==> src/rtl/i2c_pkg.sv <==
// Shared definitions for the I2C read master.
//   state_t   : transaction FSM states
//   I2C_READ  : R/W bit value for a read
//   I2C_WRITE : R/W bit value for a write
//   I2C_ACK   : SDA level meaning acknowledge
package i2c_pkg;

  typedef enum logic [2:0] {
    IDLE,
    START,
    ADDR,
    ADDR_ACK,
    READ,
    SEND_ACK,
    STOP,
    DONE
  } state_t;

  localparam logic I2C_READ  = 1'b1;
  localparam logic I2C_WRITE = 1'b0;
  localparam logic I2C_ACK   = 1'b0;

endpackage

==> src/rtl/i2c_scl_gen.sv <==
// Bit-period divider for the I2C master. One bit lasts CLK_DIV clk cycles,
// split into four equal quarters. The counter is held at zero while en=0,
// so every transaction starts exactly at the beginning of a quarter Q0.
//   clk, rst : clock, asynchronous active-high reset
//   en       : run the divider (master busy)
//   q        : current quarter index 0..3
//   tick     : one-cycle pulse on the first clk of every quarter
//   bit_end  : one-cycle pulse on the last clk of the bit period
module i2c_scl_gen #(
  parameter int CLK_DIV = 32
) (
  input  logic       clk,
  input  logic       rst,
  input  logic       en,
  output logic [1:0] q,
  output logic       tick,
  output logic       bit_end
);

  localparam int QTR = CLK_DIV / 4;
  localparam int QW  = (QTR > 1) ? $clog2(QTR) : 1;

  logic [QW-1:0] sub;

  // NOTE: sequential state uses non-blocking assignments so every register
  // samples the pre-edge values of the others, independent of block order.
  always_ff @(posedge clk or posedge rst) begin
    if (rst) begin
      sub <= '0;
      q   <= 2'd0;
    end else if (!en) begin
      sub <= '0;
      q   <= 2'd0;
    end else if (sub == QW'(QTR - 1)) begin
      sub <= '0;
      q   <= q + 2'd1;
    end else begin
      sub <= sub + QW'(1);
    end
  end

  assign tick    = en && (sub == '0);
  assign bit_end = en && (q == 2'd3) && (sub == QW'(QTR - 1));

endmodule

==> src/rtl/i2c_master_reader.sv <==
// I2C read-only bus master. On start it issues START, the 7-bit address with
// R=1, checks the address ACK, reads byte_count bytes (ACKing all but the
// last, which is NACKed) and finishes with STOP.
//   clk, rst   : clock, asynchronous active-high reset
//   start      : one-cycle request, honoured only when idle
//   slave_addr : target address, latched on start
//   byte_count : number of bytes to read, latched on start
//   scl        : bus clock (1 = released)
//   sda_in     : sampled bus SDA
//   sda_out    : SDA drive (0 = pull low, 1 = release)
//   rx_data    : last received byte
//   rx_valid   : one-cycle strobe, rx_data is new
//   busy       : transaction in progress (START through STOP)
//   done       : one-cycle pulse at the end of a transaction
//   nack_err   : address was not acknowledged; valid with done
module i2c_master_reader
  import i2c_pkg::*;
#(
  parameter int CLK_DIV = 32,
  parameter int CNT_W   = 8
) (
  input  logic             clk,
  input  logic             rst,
  input  logic             start,
  input  logic [6:0]       slave_addr,
  input  logic [CNT_W-1:0] byte_count,
  output logic             scl,
  input  logic             sda_in,
  output logic             sda_out,
  output logic [7:0]       rx_data,
  output logic             rx_valid,
  output logic             busy,
  output logic             done,
  output logic             nack_err
);

  state_t           state, state_n;
  logic [1:0]       q;
  logic             tick, bit_end;
  logic             q1_tick, q2_tick, q3_tick;
  logic [2:0]       bit_idx;
  logic [6:0]       addr;
  logic [CNT_W-1:0] remaining;
  logic [6:0]       shreg;
  logic             ack_ok;
  logic             sda_q;
  logic [7:0]       tx_byte;

  i2c_scl_gen #(.CLK_DIV(CLK_DIV)) u_scl_gen (
    .clk     (clk),
    .rst     (rst),
    .en      (busy),
    .q       (q),
    .tick    (tick),
    .bit_end (bit_end)
  );

  // SDA may only move at Q0->Q1 (data), Q1->Q2 (START) or Q2->Q3 (STOP).
  assign q1_tick = tick && (q == 2'd1);
  assign q2_tick = tick && (q == 2'd2);
  assign q3_tick = tick && (q == 2'd3);
  assign tx_byte = {addr, I2C_READ};
  assign sda_out = sda_q;

  always_ff @(posedge clk or posedge rst) begin
    if (rst) state <= IDLE;
    else     state <= state_n;
  end

  // NOTE: every output of this block gets a default first, so no path
  // leaves a signal unassigned and no latch is inferred.
  always_comb begin
    state_n = state;
    scl     = 1'b1;
    busy    = 1'b0;
    done    = 1'b0;
    unique case (state)
      IDLE: begin
        if (start) state_n = (byte_count == '0) ? DONE : START;
      end
      START: begin
        busy = 1'b1;
        if (bit_end) state_n = ADDR;
      end
      ADDR: begin
        busy = 1'b1;
        scl  = q[1];
        if (bit_end && bit_idx == 3'd7) state_n = ADDR_ACK;
      end
      ADDR_ACK: begin
        busy = 1'b1;
        scl  = q[1];
        if (bit_end) state_n = ack_ok ? READ : STOP;
      end
      READ: begin
        busy = 1'b1;
        scl  = q[1];
        if (bit_end && bit_idx == 3'd7) state_n = SEND_ACK;
      end
      SEND_ACK: begin
        busy = 1'b1;
        scl  = q[1];
        if (bit_end) state_n = (remaining != '0) ? READ : STOP;
      end
      STOP: begin
        busy = 1'b1;
        scl  = q[1];
        if (bit_end) state_n = DONE;
      end
      DONE: begin
        done    = 1'b1;
        state_n = IDLE;
      end
      default: state_n = IDLE;
    endcase
  end

  always_ff @(posedge clk or posedge rst) begin
    if (rst) begin
      bit_idx   <= 3'd0;
      addr      <= 7'd0;
      remaining <= '0;
      shreg     <= 7'd0;
      ack_ok    <= 1'b0;
      sda_q     <= 1'b1;
      rx_data   <= 8'd0;
      rx_valid  <= 1'b0;
      nack_err  <= 1'b0;
    end else begin
      rx_valid <= 1'b0;
      unique case (state)
        IDLE: begin
          if (start) begin
            addr      <= slave_addr;
            remaining <= byte_count;
            nack_err  <= 1'b0;
            bit_idx   <= 3'd0;
          end
        end
        START: begin
          if (q2_tick) sda_q <= 1'b0;
        end
        ADDR: begin
          if (q1_tick) sda_q   <= tx_byte[3'd7 - bit_idx];
          if (bit_end) bit_idx <= bit_idx + 3'd1;
        end
        ADDR_ACK: begin
          if (q1_tick) sda_q  <= 1'b1;
          if (q3_tick) ack_ok <= (sda_in == I2C_ACK);
          if (bit_end && !ack_ok) nack_err <= 1'b1;
        end
        READ: begin
          if (q1_tick) sda_q <= 1'b1;
          if (q3_tick) begin
            shreg <= {shreg[5:0], sda_in};
            if (bit_idx == 3'd7) begin
              rx_data  <= {shreg, sda_in};
              rx_valid <= 1'b1;
              // Guarded so a full-scale count can never wrap.
              if (remaining != '0) remaining <= remaining - CNT_W'(1);
            end
          end
          if (bit_end) bit_idx <= bit_idx + 3'd1;
        end
        SEND_ACK: begin
          if (q1_tick) sda_q <= (remaining != '0) ? I2C_ACK : 1'b1;
        end
        STOP: begin
          if (q1_tick) sda_q <= 1'b0;
          if (q3_tick) sda_q <= 1'b1;
        end
        default: ;
      endcase
    end
  end

endmodule
==> config.mk <==
export PLATFORM = sky130hd
export DESIGN_NAME = i2c_master_reader
export DESIGN_NICKNAME = d
export VERILOG_FILES = /design/src/rtl/i2c_pkg.sv /design/src/rtl/i2c_scl_gen.sv /design/src/rtl/i2c_master_reader.sv
export SDC_FILE = /design/constraint.sdc
export NUM_CORES = 1
export LEC_CHECK = 0
export ABC_CLOCK_PERIOD_IN_PS = 5800
export CORE_MARGIN = 5
export CORE_UTILIZATION = 55
export DETAILED_ROUTE_END_ITERATION = 10
export PLACE_DENSITY = 0.91
export SLEW_MARGIN = 20
export SYNTH_ARGS = -nofsm -noshare
export SYNTH_HDL_FRONTEND = slang
export SYNTH_SLANG_ARGS = --single-unit
==> constraint.sdc <==
create_clock -name clk -period 5.8 [get_ports clk]
set_input_delay 1.45 -clock clk [delete_from_list [all_inputs] [get_ports clk]]
set_output_delay 1.45 -clock clk [all_outputs]
set_load 0.01 [all_outputs]
After elaboration in Yosys (flattened, before gate mapping)
Index checks and enable logic that the tools add are counted.
- register bits after elaboration: 45
- input bits: 19
- output and inout port bits: 14
- word-level logic and storage cells: 121
- $add $sub $neg: 5
- order comparisons: 1
- eq/ne operators: 30
- muxes and demuxes: 42
- bitwise logic cells: 1
- reduce and logical (&&, ||, !) cells: 30
- operators with widths (kind ; count):
    3-bit 2-to-1 mux ; 12
    8-bit 2-to-1 mux ; 4
    2-bit inequality test, second input constant ; 15
    3-bit case mux with 8 select lines ; 1
    3-bit equality test, second input constant ; 6
    1-bit 2-to-1 mux ; 16
    8-bit case mux with 2 select lines ; 1
    3-bit AND reduction ; 3
    1-bit logical AND ; 8
    8-bit zero test ; 1
    2-bit 2-to-1 mux ; 4
    8-bit nonzero test ; 1
    8-bit by 1-bit subtractor with 8-bit output, second input constant ; 1
    7-bit AND reduction ; 1
    3-bit by 1-bit adder with 3-bit output, second input constant ; 2
    3-bit by 2-bit equality test with 1-bit output, second input constant ; 2
    3-bit zero test ; 2
    3-bit case mux with 2 select lines ; 1
    2-bit AND reduction ; 3
    6-bit AND reduction ; 1
    2-bit nonzero test ; 3
    6-bit OR reduction ; 1
    1-bit case mux with 5 select lines ; 1
    5-bit AND reduction ; 1
    other kinds (15) ; 18

Longest topological paths before layout
- word-level depth: 8
- mapped depth: 7
- mapped depth without buffers: 6

Modules after synthesis
From an unflattened synthesis, not the netlist that was laid out.
- cell total of the unflattened synthesis: 222
- area, all modules: 2398.6 um^2
- modules (own cells, without submodules) (module ; times used ; cells an instance ; area each (um^2) ; sequential area each (um^2)):
    i2c_master_reader ; 1 ; 201 ; 2144.6 ; 1002.2
    i2c_scl_gen ; 1 ; 21 ; 254.0 ; 125.1

Worst setup path before layout
OpenSTA, ideal clock, no wires.
- path kind: reg2out
- start point: register state[2]
- end point: output busy
- arrival: 1.213 ns
- required time: 4.350 ns
- setup slack: 3.137 ns
- stages on the path, launching flop included: 6
- path buffers: 2
- cells stage by stage: dfrtp_1 buf_4 clkbuf_1 nor3_1 or2_2 inv_1
- longest elaborated chain between the ends: 3
- elaborated cells on any way between the ends: 8
- classes of those cells: 6 x eq/ne; 1 x mux; 1 x reduce/logical
- ends and longest elaborated chain (element ; line ; source):
    start: declaration ; i2c_master_reader.sv:37 ; state_t state, state_n;
    start signal: assignment ; i2c_master_reader.sv:67 ; else state <= state_n;
    3-bit equality test (tied with other cells) ; i2c_master_reader.sv:77 ; unique case (state)
    6-bit OR reduction (no source line) * ; - ;
    1-bit 2-to-1 mux * ; i2c_master_reader.sv:77 ;
    end: declaration ; i2c_master_reader.sv:32 ; output logic busy,
Every way passes the cells marked *; elsewhere a longest branch is shown, timed or not.

Final worst setup path
Same ends and word-level chain as after synthesis.

==> key figures <==
CTS
  • CTS Sinks: 45
  • CTS tree: done
  • Post-CTS sizing: 0
  • Htree depth: 2
  • Post-CTS Setup Inserts: 0
  • Clock Tree Buf Depth: 2
  • Hold-fix buffers, CTS: 0
  • CTS root buffer: clkbuf_8
  • Worst-Skew Late Latency: 310 ps
  • Reg clk slew, reported paths: 80 ps
  • CTS Buf Count: 5

Hold path
  • Hold WC Path Type: register to register
  • Endpoint, Worst Hold: u_scl_gen.sub[0]
  • Worst Hold Depth: 1
  • Hold Crit Start: u_scl_gen.sub[0]

Detailed routing
  • DRT antenna net count: 0
  • Routed WL: 5080 um
  • Vias/cell: 5.83
  • Total iterations of the first detailed-routing run: 4
  • DRC Markers: 0
  • Vias: 1,855
  • Drt initial violations: 198
  • Avg WL per Cell: 16.0 um

Global routing
  • Largest net degree at the start of global routing: 46
  • First-pass GRT wire length: 8220 um
  • Initial antenna violation count: 0
  • Total congestion overflow: 0
  • Vias in the first global route: 1,758
  • Total track usage: 0.191

Critical path
  • Worst r2r src: state[2]
  • Worst r2r path cells: 4
  • WP data required: 4350 ps
  • CP Launch Type: register
  • Crit path arrival time: 2130 ps
  • Crit Path Max Fanout: 17
  • Setup CP Type: register to primary output
  • Worst setup EP type: primary output
  • FF-to-FF End: rx_data[7]
  • Reg2Reg Setup Slack: 3070 ps
  • CP Launch Point: state[2]

Power
  • PwrDens: 382 nW/um^2
  • Int Pwr: 0.665 mW
  • Switching power: 0.406 mW
  • Comb power frac: 0.341
  • LEAKAGE: 1.26 nW
  • Max IR drop VDD: 0.000273 V
  • Net Sw Frac: 0.379
  • Clk pwr share: 0.189
  • Sequential share of power: 0.471

Logic synthesis
  • Synth cell count leaders: dfrtp_1 (44), nand2_1 (38), mux2_2 (16), nor2_1 (14), inv_1 (13)
  • Syn avg cell area: 10.1 sq um
  • Synth warn: 0
  • Syn_nets: 265
  • Area leader, netlist: dfrtp_1
  • Asr flop ratio synth: 1.00
  • Most common cell in the synthesized netlist: dfrtp_1
  • Ranking of synthesized cells by area: dfrtp_1 (46%), mux2_2 (7.6%), nand2_1 (6.0%)
  • Mapped cell area: 2380 sq um
  • Register bit count reported by yosys: 45
  • Syn Inst Count: 236
  • Primary FF master, synth: dfrtp_1
  • Post-synth EDFFs: 0
  • Seq/Total Area, Yosys: 0.474
  • Post-synth top area share: 0.463
  • Unique masters post-synth: 52

Outcome
  • Status: completed

Floorplan
  • Core box area: 4260 sq um
  • Starting Density: 0.558
  • Die Width: 75.8 um
  • Die Span Y: 75.8 um
  • Die ar.: 5740 sq um
  • I/O pins: 33
  • Row cnt: 24

Layout
  • Area added between synthesis and finish: 18.0%
  • Util after Layout: 0.658
  • Nets: 294
  • Layout cell share with drive strength beyond 1: 0.124
  • ANT cells: 0

Placed design
  • Global placer's final weighted congestion: 0.859
  • Detailed Place HPWL: 3590 um
  • PortBufs: 32

Timing
  • Final Hold Viols: 0
  • Slew Limit Headroom: 0.386
  • Least-Margin Pin Slew: 919 ps
  • Worst Clk Skew: 5.00 ps
  • Fin crit share: 0.617
  • RSZ-0062 raised after global routing: no
  • Max frequency: 279 MHz
  • Tmin final: 3580 ps
  • Slew Limit Fails: 0
  • Setup-violating endpoint count in the final report: 0
  • Final TNS setup: 0 ps

Flow run
  • Maximum capacitance violations: 0
per-layer routing:
metal,part of all wire,vias up,global-route usage
li1,-,893,-
met1,0.44,900,0.262
met2,0.49,53,0.288
met3,0.059,9,0.0567
met4,0.017,0,0.0660
met5,0,-,0
critical path, stage by stage (launching register included):
cell	delay [ps]
dfrtp_1	640
nand2_1	150
nor2_1	280
or2_2	210
inv_1	60
clkdlybuf4s50_1	470
sequential cells by signal, indices dropped and copies added, names as in the netlist:
name           cells
ack_ok             1
addr               7
bit_idx            3
nack_err           1
remaining          8
rx_data            8
rx_valid           1
sda_out            1
shreg              7
state              3
u_scl_gen.q        2
u_scl_gen.sub      3
placed cells by master, fill, tap and decap left out, types with 5 or more instances in the layout:
cell type,instances
nor3_1,6
ha_1,10
dfrtp_1,44
o21ai_0,9
mux2_2,16
clkbuf_8,5
nor2_1,14
a21oi_1,8
clkdlybuf4s50_1,32
nor4_1,6
nand2_1,38
inv_1,13
metrics by stage:
step	std cells	worst slack [ps]	instance area, sq um	power (mW)	hold WS [ps]
finish	318	2220	2810	1.07	472
global route	318	2090	2810	1.15	511
CTS	318	2250	2810	1.07	470
detailed placement	310	2580	2720	0.869	455
global placement	310	2630	2720	0.849	455
floorplan	236	3140	2380	0.759	435
how the worst max path moves through the flow:
stage               cells after the start  endpoint  slack, ps
global placement                        5      busy       2630
floorplan                               5      busy       3140
detailed placement                      5      busy       2580
global route                            5      busy       2090
finish                                  5      busy       2220
CTS                                     5      busy       2250
cell families after synthesis:
kind of cell / after synthesis / synth area share
fa+ha+maj: 11 / 0.0568
xor+xnor: 2 / 0.00736
simple gates: 88 / 0.178
flops: 45 / 0.474
buf+inv: 24 / 0.0442
compound gates: 47 / 0.145
mux: 19 / 0.0957
cell type report:
class | instances | area [sq um]
well taps | 52 | 65.1
multi-input cells | 167 | 1150
repair buffers | 33 | 328
clock inverters | 3 | 22.5
fillers | 339 | 1460
inverters | 13 | 48.8
flip-flops and latches | 45 | 1130
clock buffers | 5 | 68.8
power groups by stage:
stage / clock network (mW) / registers (mW) / logic (mW)
final: 0.202 / 0.504 / 0.365
after global routing: 0.217 / 0.519 / 0.413
after CTS: 0.203 / 0.501 / 0.368
after detailed placement: 0 / 0.506 / 0.363
after global placement: 0 / 0.501 / 0.349
after floorplan: 0 / 0.462 / 0.297
(Power assumes the default switching activity.)
